===== src/rtl/led_ctrl_pkg.sv =====
// Shared types and constants for the rotating-LED sequencer.
package led_ctrl_pkg;

  typedef enum logic [1:0] {
    ST_IDLE   = 2'b00,
    ST_RUN    = 2'b01,
    ST_PAUSED = 2'b10
  } state_e;

  localparam logic [1:0] MODE_ROTATE = 2'b00;
  localparam logic [1:0] MODE_BOUNCE = 2'b01;
  localparam logic [1:0] MODE_FILL   = 2'b10;

  function automatic logic is_active(state_e s);
    return s != ST_IDLE;
  endfunction

endpackage


===== src/rtl/led_rotation_ctrl_if.sv =====
// Control/status bundle between the button front-end, the sequencer and the divider/LED pins.
interface led_rotation_ctrl_if #(
  parameter int unsigned N_LEDS = 8
);
  localparam int unsigned PosW = (N_LEDS > 1) ? $clog2(N_LEDS) : 1;

  logic              tick_in;
  logic              start;
  logic              stop;
  logic              pause_req;
  logic              speed_req;
  logic [1:0]        mode;
  logic              dir;
  logic              div_pause;
  logic              div_fast;
  logic [N_LEDS-1:0] leds;
  logic [PosW-1:0]   pos;
  logic              busy;
  logic              wrap;

  modport master (
    output tick_in, start, stop, pause_req, speed_req, mode, dir,
    input  div_pause, div_fast, leds, pos, busy, wrap
  );

  modport slave (
    input  tick_in, start, stop, pause_req, speed_req, mode, dir,
    output div_pause, div_fast, leds, pos, busy, wrap
  );

endinterface


===== src/rtl/tick_edge_det.sv =====
// Rising-edge detector for the divider tick: one step_en pulse per tick rising edge.
module tick_edge_det (
  input  logic clk_i,
  input  logic rst_ni,
  input  logic tick_i,
  output logic step_en_o
);

  logic tick_q;
  logic tick_d;

  always_comb begin
    tick_d = tick_i;
  end

  always_ff @(posedge clk_i or negedge rst_ni) begin
    if (!rst_ni) begin
      tick_q <= 1'b0;
    end else begin
      tick_q <= tick_d;
    end
  end

  assign step_en_o = tick_i & ~tick_q;

endmodule


===== src/rtl/led_rotation_ctrl.sv =====
// Rotating-LED sequencer: steps a rotate/bounce/fill pattern around an N-LED ring on each
// divider tick and drives the divider pause/fast controls.
module led_rotation_ctrl
  import led_ctrl_pkg::*;
#(
  parameter int unsigned N_LEDS    = 8,
  parameter int unsigned START_POS = 0
) (
  input logic                clk,
  input logic                reset,
  led_rotation_ctrl_if.slave bus
);

  localparam int unsigned     PosW      = (N_LEDS > 1) ? $clog2(N_LEDS) : 1;
  localparam logic [PosW-1:0] StartPos  = PosW'(START_POS);
  localparam logic [PosW-1:0] LastPos   = PosW'(N_LEDS - 1);
  localparam logic [N_LEDS-1:0] OneLed  = N_LEDS'(1);
  localparam logic [N_LEDS-1:0] StartLeds = OneLed << START_POS;

  state_e            state_q, state_d;
  logic [PosW-1:0]   pos_q, pos_d;
  logic [N_LEDS-1:0] leds_q, leds_d;
  logic [1:0]        mode_q, mode_d;
  logic              bdir_q, bdir_d;  // bounce direction, 1 = down
  logic              fast_q, fast_d;
  logic              wrap_q, wrap_d;
  logic              busy_q, busy_d;
  logic              pause_q, pause_d;

  logic              step_en;
  logic [PosW-1:0]   pos_inc, pos_dec;
  logic [PosW-1:0]   step_pos;
  logic [N_LEDS-1:0] step_leds;
  logic              step_bdir;
  logic              step_wrap;

  tick_edge_det u_tick_edge_det (
    .clk_i     (clk),
    .rst_ni    (reset),
    .tick_i    (bus.tick_in),
    .step_en_o (step_en)
  );

  // Candidate next pattern if a step were taken this cycle.
  always_comb begin
    pos_inc   = (pos_q == LastPos) ? '0 : pos_q + PosW'(1);
    pos_dec   = (pos_q == '0) ? LastPos : pos_q - PosW'(1);
    step_pos  = pos_q;
    step_leds = leds_q;
    step_bdir = bdir_q;
    step_wrap = 1'b0;
    case (mode_q)
      MODE_BOUNCE: begin
        if (!bdir_q) begin
          if (pos_q == LastPos) begin
            step_bdir = 1'b1;
            step_pos  = pos_dec;
            step_wrap = 1'b1;
          end else begin
            step_pos = pos_inc;
          end
        end else begin
          if (pos_q == '0) begin
            step_bdir = 1'b0;
            step_pos  = pos_inc;
            step_wrap = 1'b1;
          end else begin
            step_pos = pos_dec;
          end
        end
        step_leds = OneLed << step_pos;
      end
      MODE_FILL: begin
        if (&leds_q) begin
          step_pos  = StartPos;
          step_leds = StartLeds;
          step_wrap = 1'b1;
        end else begin
          step_pos  = pos_inc;
          step_leds = leds_q | (OneLed << pos_inc);
        end
      end
      default: begin
        if (!bus.dir) begin
          step_pos  = pos_inc;
          step_wrap = (pos_q == LastPos);
        end else begin
          step_pos  = pos_dec;
          step_wrap = (pos_q == '0);
        end
        step_leds = OneLed << step_pos;
      end
    endcase
  end

  // Control events take priority over a coincident step; the step is simply dropped.
  always_comb begin
    state_d = state_q;
    pos_d   = pos_q;
    leds_d  = leds_q;
    mode_d  = mode_q;
    bdir_d  = bdir_q;
    fast_d  = fast_q ^ bus.speed_req;
    wrap_d  = 1'b0;
    if (bus.stop) begin
      state_d = ST_IDLE;
      pos_d   = StartPos;
      leds_d  = '0;
    end else if (bus.start) begin
      state_d = ST_RUN;
      pos_d   = StartPos;
      leds_d  = StartLeds;
      mode_d  = bus.mode;
      bdir_d  = 1'b0;
    end else if (bus.pause_req && is_active(state_q)) begin
      state_d = (state_q == ST_RUN) ? ST_PAUSED : ST_RUN;
    end else if (step_en && (state_q == ST_RUN)) begin
      pos_d  = step_pos;
      leds_d = step_leds;
      bdir_d = step_bdir;
      wrap_d = step_wrap;
    end
    busy_d  = is_active(state_d);
    pause_d = (state_d != ST_RUN);
  end

  always_ff @(posedge clk or negedge reset) begin
    if (!reset) begin
      state_q <= ST_IDLE;
      pos_q   <= StartPos;
      leds_q  <= '0;
      mode_q  <= MODE_ROTATE;
      bdir_q  <= 1'b0;
      fast_q  <= 1'b0;
      wrap_q  <= 1'b0;
      busy_q  <= 1'b0;
      pause_q <= 1'b1;
    end else begin
      state_q <= state_d;
      pos_q   <= pos_d;
      leds_q  <= leds_d;
      mode_q  <= mode_d;
      bdir_q  <= bdir_d;
      fast_q  <= fast_d;
      wrap_q  <= wrap_d;
      busy_q  <= busy_d;
      pause_q <= pause_d;
    end
  end

  assign bus.leds      = leds_q;
  assign bus.pos       = pos_q;
  assign bus.busy      = busy_q;
  assign bus.div_pause = pause_q;
  assign bus.div_fast  = fast_q;
  assign bus.wrap      = wrap_q;

endmodule

===== src/flat_wrapper.sv =====
// flat-port wrapper written by rule: the top's interface ports become plain ports
module led_rotation_ctrl_flat import led_ctrl_pkg::*;
#(
  parameter int unsigned N_LEDS    = 8,
  parameter int unsigned START_POS = 0
)
  (clk, reset, bus_tick_in, bus_start, bus_stop, bus_pause_req, bus_speed_req, bus_mode, bus_dir, bus_div_pause, bus_div_fast, bus_leds, bus_pos, bus_busy, bus_wrap);
  led_rotation_ctrl_if #(.N_LEDS(N_LEDS)) bus_i ();
  input logic clk;
  input logic reset;
  input wire logic [$bits(bus_i.tick_in)-1:0] bus_tick_in;
  input wire logic [$bits(bus_i.start)-1:0] bus_start;
  input wire logic [$bits(bus_i.stop)-1:0] bus_stop;
  input wire logic [$bits(bus_i.pause_req)-1:0] bus_pause_req;
  input wire logic [$bits(bus_i.speed_req)-1:0] bus_speed_req;
  input wire logic [$bits(bus_i.mode)-1:0] bus_mode;
  input wire logic [$bits(bus_i.dir)-1:0] bus_dir;
  output wire logic [$bits(bus_i.div_pause)-1:0] bus_div_pause;
  output wire logic [$bits(bus_i.div_fast)-1:0] bus_div_fast;
  output wire logic [$bits(bus_i.leds)-1:0] bus_leds;
  output wire logic [$bits(bus_i.pos)-1:0] bus_pos;
  output wire logic [$bits(bus_i.busy)-1:0] bus_busy;
  output wire logic [$bits(bus_i.wrap)-1:0] bus_wrap;
  assign bus_i.tick_in = bus_tick_in;
  assign bus_i.start = bus_start;
  assign bus_i.stop = bus_stop;
  assign bus_i.pause_req = bus_pause_req;
  assign bus_i.speed_req = bus_speed_req;
  assign bus_i.mode = bus_mode;
  assign bus_i.dir = bus_dir;
  assign bus_div_pause = bus_i.div_pause;
  assign bus_div_fast = bus_i.div_fast;
  assign bus_leds = bus_i.leds;
  assign bus_pos = bus_i.pos;
  assign bus_busy = bus_i.busy;
  assign bus_wrap = bus_i.wrap;
  led_rotation_ctrl #(.N_LEDS(N_LEDS), .START_POS(START_POS)) u_core (.clk(clk), .reset(reset), .bus(bus_i));
endmodule

===== config.mk =====
export PLATFORM = sky130hd
export DESIGN_NAME = led_rotation_ctrl_flat
export DESIGN_NICKNAME = d
export VERILOG_FILES = /design/src/rtl/led_ctrl_pkg.sv /design/src/rtl/led_rotation_ctrl_if.sv /design/src/rtl/tick_edge_det.sv /design/src/rtl/led_rotation_ctrl.sv /design/src/flat_wrapper.sv
export SDC_FILE = /design/constraint.sdc
export NUM_CORES = 1
export LEC_CHECK = 0
export BUFFER_PORTS_ARGS = -buffer_cell sky130_fd_sc_hd__buf_2
export CORE_AREA = 5 5 68 94
export CTS_BUF_LIST = sky130_fd_sc_hd__clkbuf_16
export CTS_CLUSTER_DIAMETER = 200
export DETAILED_ROUTE_END_ITERATION = 10
export DIE_AREA = 0 0 73 99
export RECOVER_POWER = 100
export SLEW_MARGIN = 15
export SYNTH_ARGS = -nofsm -noshare
export SYNTH_HDL_FRONTEND = slang
export SYNTH_SLANG_ARGS = --single-unit

===== constraint.sdc =====
create_clock -name clk -period 3.3 [get_ports clk]
set_input_delay 0.33 -clock clk [delete_from_list [all_inputs] [get_ports clk]]
set_output_delay 0.33 -clock clk [all_outputs]
set_load 0.05 [all_outputs]

==> reports/qor.csv <==
metric,value,unit
maximum clock insertion buffer count,2,
Synthesized Nets,191,
maximum vdd drop,0.000220,V
M1 wire length,1.80,mm
"CP delay by family, top",compound AO/OA/AOI/OAI gates,
RSZ-0062 raised after global routing,false,
TNS Setup,0,ps
Slew headroom,0.234,
fraction of registers with async set/reset,1.00,
"Avg Cell Area, Syn",8.95,um2
initial antenna violation count,0,
switching share of power,0.321,
DIE HEIGHT,99,um
hold_ws,247,ps
Core ar.,0.00545,mm2
Worst-Skew Late Latency,260,ps
htree depth,1,
fraction of layout cells with a size suffix above 1,0.0974,
area share of the largest cell type after synthesis,0.319,
Worst Tran Pin Value,1150,ps
Port-buffer cells,24,
synth unique cells,55,
GRT Total Usage,0.128,
die area,0.00723,mm2
Clock Power Share,0.375,
CP endpoint kind,register,
vias per cell,5.69,
clk sink count,21,
Crit-path slowest cell,a2111oi_1,
sequential power share,0.395,
Initial Util,0.288,
Internal,0.000485,W
first-pass GRT wire length,7.46,mm
gr ovfl total,0,
Final period util,0.892,
combinational fraction of design power,0.230,
Worst Min Path Start,bus_speed_req,
DRC viols,0,
drt wl/cell,17.2,um
crit path DAT,3140,ps
met3 wire length,145,um
net switching power,0.000229,W
Tmin final,2940,ps
met2 wire len,2.41,mm
row count,32,
postcts setup bufs,0,
Max Cap Viol,0,
HPWL reported at the end of detailed placement,3.51,mm
largest net degree at the start of global routing,22,
Yosys reg bits,21,
nets@finish,212,
status,"complete, no violations",
"Top cell by count, worst path",ha_1,
CTS root buf,clkbuf_16,
Detailed Routing Iterations Pass 1,4,
hold_buf cts,0,
mapped cell area,0.00157,mm2
CP Class,register to register,
largest stage delay on the critical path,670,ps
clk_skew,2.54,ps
DR iter-0 viols,66,
CP Launch Point,u_core.bus.pos[0],
CP required,3490,ps
area grow syn2layout,13.4,%
critical-path maximum fanout,15,
register area share after synthesis,0.336,
die extent in x,73,um
Ys Warns,0,
crit-path cells,"ha_1, ha_1, and3b_1, mux2_1, a2111oi_1, o211ai_1, o21ai_1",
I/O pin total,25,
number of flops mapped to enable cells by yosys,0,
Slew Limit Fails,0,
clk slew on worst S/H paths,60,ps
ys flop type,dfrtp_1,
vias,1497,
# resized after CTS,0,
CTS tree,yes,
CP Buf/Inv Count,0,
TritonCTS buffer count,3,
vias in the first global route,1510,
Setup-failing EPs final,0,
Final Hold Viols,0,
Critical Path Start Type,register,
post-synthesis cell count,175,
routed wire length,4.53,mm
PwrDens,402,mW/mm2
cell leakage power,0.681,nW
R2R Path Start,u_core.bus.pos[0],
RD Place Congestion,0.860,
Min-Delay Path Class,input pin to register,
Routed Antenna Nets,0,
post-synth top area cell,dfrtp_1,
top sig layer,met4,
n_diodes,0,
Synth area leaders,"dfrtp_1 32%, ha_1 4.8%, a32o_1 4.5%, nor2b_1 4.0%, nor2_1 3.6%",
f_max,340,MHz
==> synth_stat cells (2+ instances only) <==
| master | n |
|---|---|
| o22ai_1 | 3 |
| inv_1 | 8 |
| nand3b_1 | 2 |
| nor3_1 | 6 |
| a31oi_1 | 4 |
| and2_1 | 3 |
| ha_1 | 6 |
| nor2b_1 | 10 |
| mux2i_1 | 3 |
| buf_2 | 4 |
| nor2_1 | 15 |
| nand3_1 | 2 |
| a211oi_1 | 2 |
| a211o_1 | 3 |
| a2111oi_0 | 2 |
| dfrtp_1 | 20 |
| a311o_1 | 5 |
| nand2b_1 | 3 |
| a32o_1 | 7 |
| nand2_1 | 10 |
| nand4_1 | 3 |
| o21ai_0 | 9 |
| clkbuf_1 | 4 |
| a221o_1 | 3 |
| and3b_2 | 2 |
| o211ai_1 | 2 |
| a21oi_1 | 6 |
==> layout by cell type, fill, tap and decap left out, types with 7 or more instances in the layout <==
cell | Yosys | routed
nand2_1 | 10 | 10
nor2_1 | 15 | 15
clkbuf_1 | 4 | 18
nor3_1 | 6 | 7
a32o_1 | 7 | 7
inv_1 | 8 | 8
nor2b_1 | 10 | 10
o21ai_0 | 9 | 9
dfrtp_1 | 20 | 20
==> metal layers <==
metal,vias to the layer above,GRT usage
li1,711,-
met1,729,0.144
met2,40,0.226
met3,17,0.0214
met4,0,0.0653
met5,-,0
==> cell type report <==
type | count | area, um2
repair buffers | 25 | 105
clock inverters | 1 | 5.00
clock buffers | 3 | 75.1
flip-flops and latches | 21 | 527
well taps | 68 | 85.1
inverters | 9 | 33.8
fillers | 602 | 3670
multi-input cells | 136 | 946
==> power by group through the flow <==
stage / combinational (W) / sequential (W) / clock (W)
2_1_floorplan: 0.0000856 / 0.000320 / 0
3_3_place_gp: 0.000167 / 0.000286 / 0
3_5_place_dp: 0.000167 / 0.000286 / 0
4_1_cts: 0.000168 / 0.000282 / 0.000269
5_1_grt: 0.000179 / 0.000283 / 0.000279
6_report: 0.000164 / 0.000282 / 0.000268
==> registers in the layout (all words and copies together), names as in the netlist <==
register and flops:
u_core.bus.busy 1, u_core.bus.div_pause 1, u_core.mode_q 2, u_core.state_q 2, u_core.u_tick_edge_det.tick_q 1, u_core.bdir_q 1
u_core.bus.leds 8, u_core.bus.div_fast 1, u_core.bus.pos 3, u_core.bus.wrap 1
==> worst paths after layout <==
kind	to	slack [ps]	cells past startpoint
setup reg to reg	u_core.bus.leds[0]	360	7
setup / recovery	u_core.bus.leds[0]	360	7
hold / removal	u_core.bus.div_fast	250	2
max in group asynchronous	u_core.bdir_q	2340	1
hold reg to reg	u_core.bus.div_fast	460	1
min in group asynchronous	u_core.bus.leds[3]	270	1
==> cells by family after synthesis <==
family	Yosys count	share of synthesized area
AOI/OAI and AO/OA	60	0.299
xor gates and xnor gates	1	0.00559
adders and majority gates	6	0.0479
buffers and inverters	18	0.0511
DFF	21	0.336
muxes	4	0.0264
and+or+nand+nor	65	0.234
==> stage by stage <==
step | std cells | utilization | instance area, um2 | setup WS, ps | total power, W
after floorplan | 175 | - | 1570 | 793 | 0.000406
after global placement | 259 | 0.318 | 1730 | 496 | 0.000453
after detailed placement | 259 | 0.318 | 1730 | 562 | 0.000453
after CTS | 263 | 0.333 | 1810 | 531 | 0.000719
after global routing | 263 | 0.326 | 1780 | 251 | 0.000742
final | 263 | 0.326 | 1780 | 355 | 0.000714
Note: power is estimated with default switching activity, not from simulation.
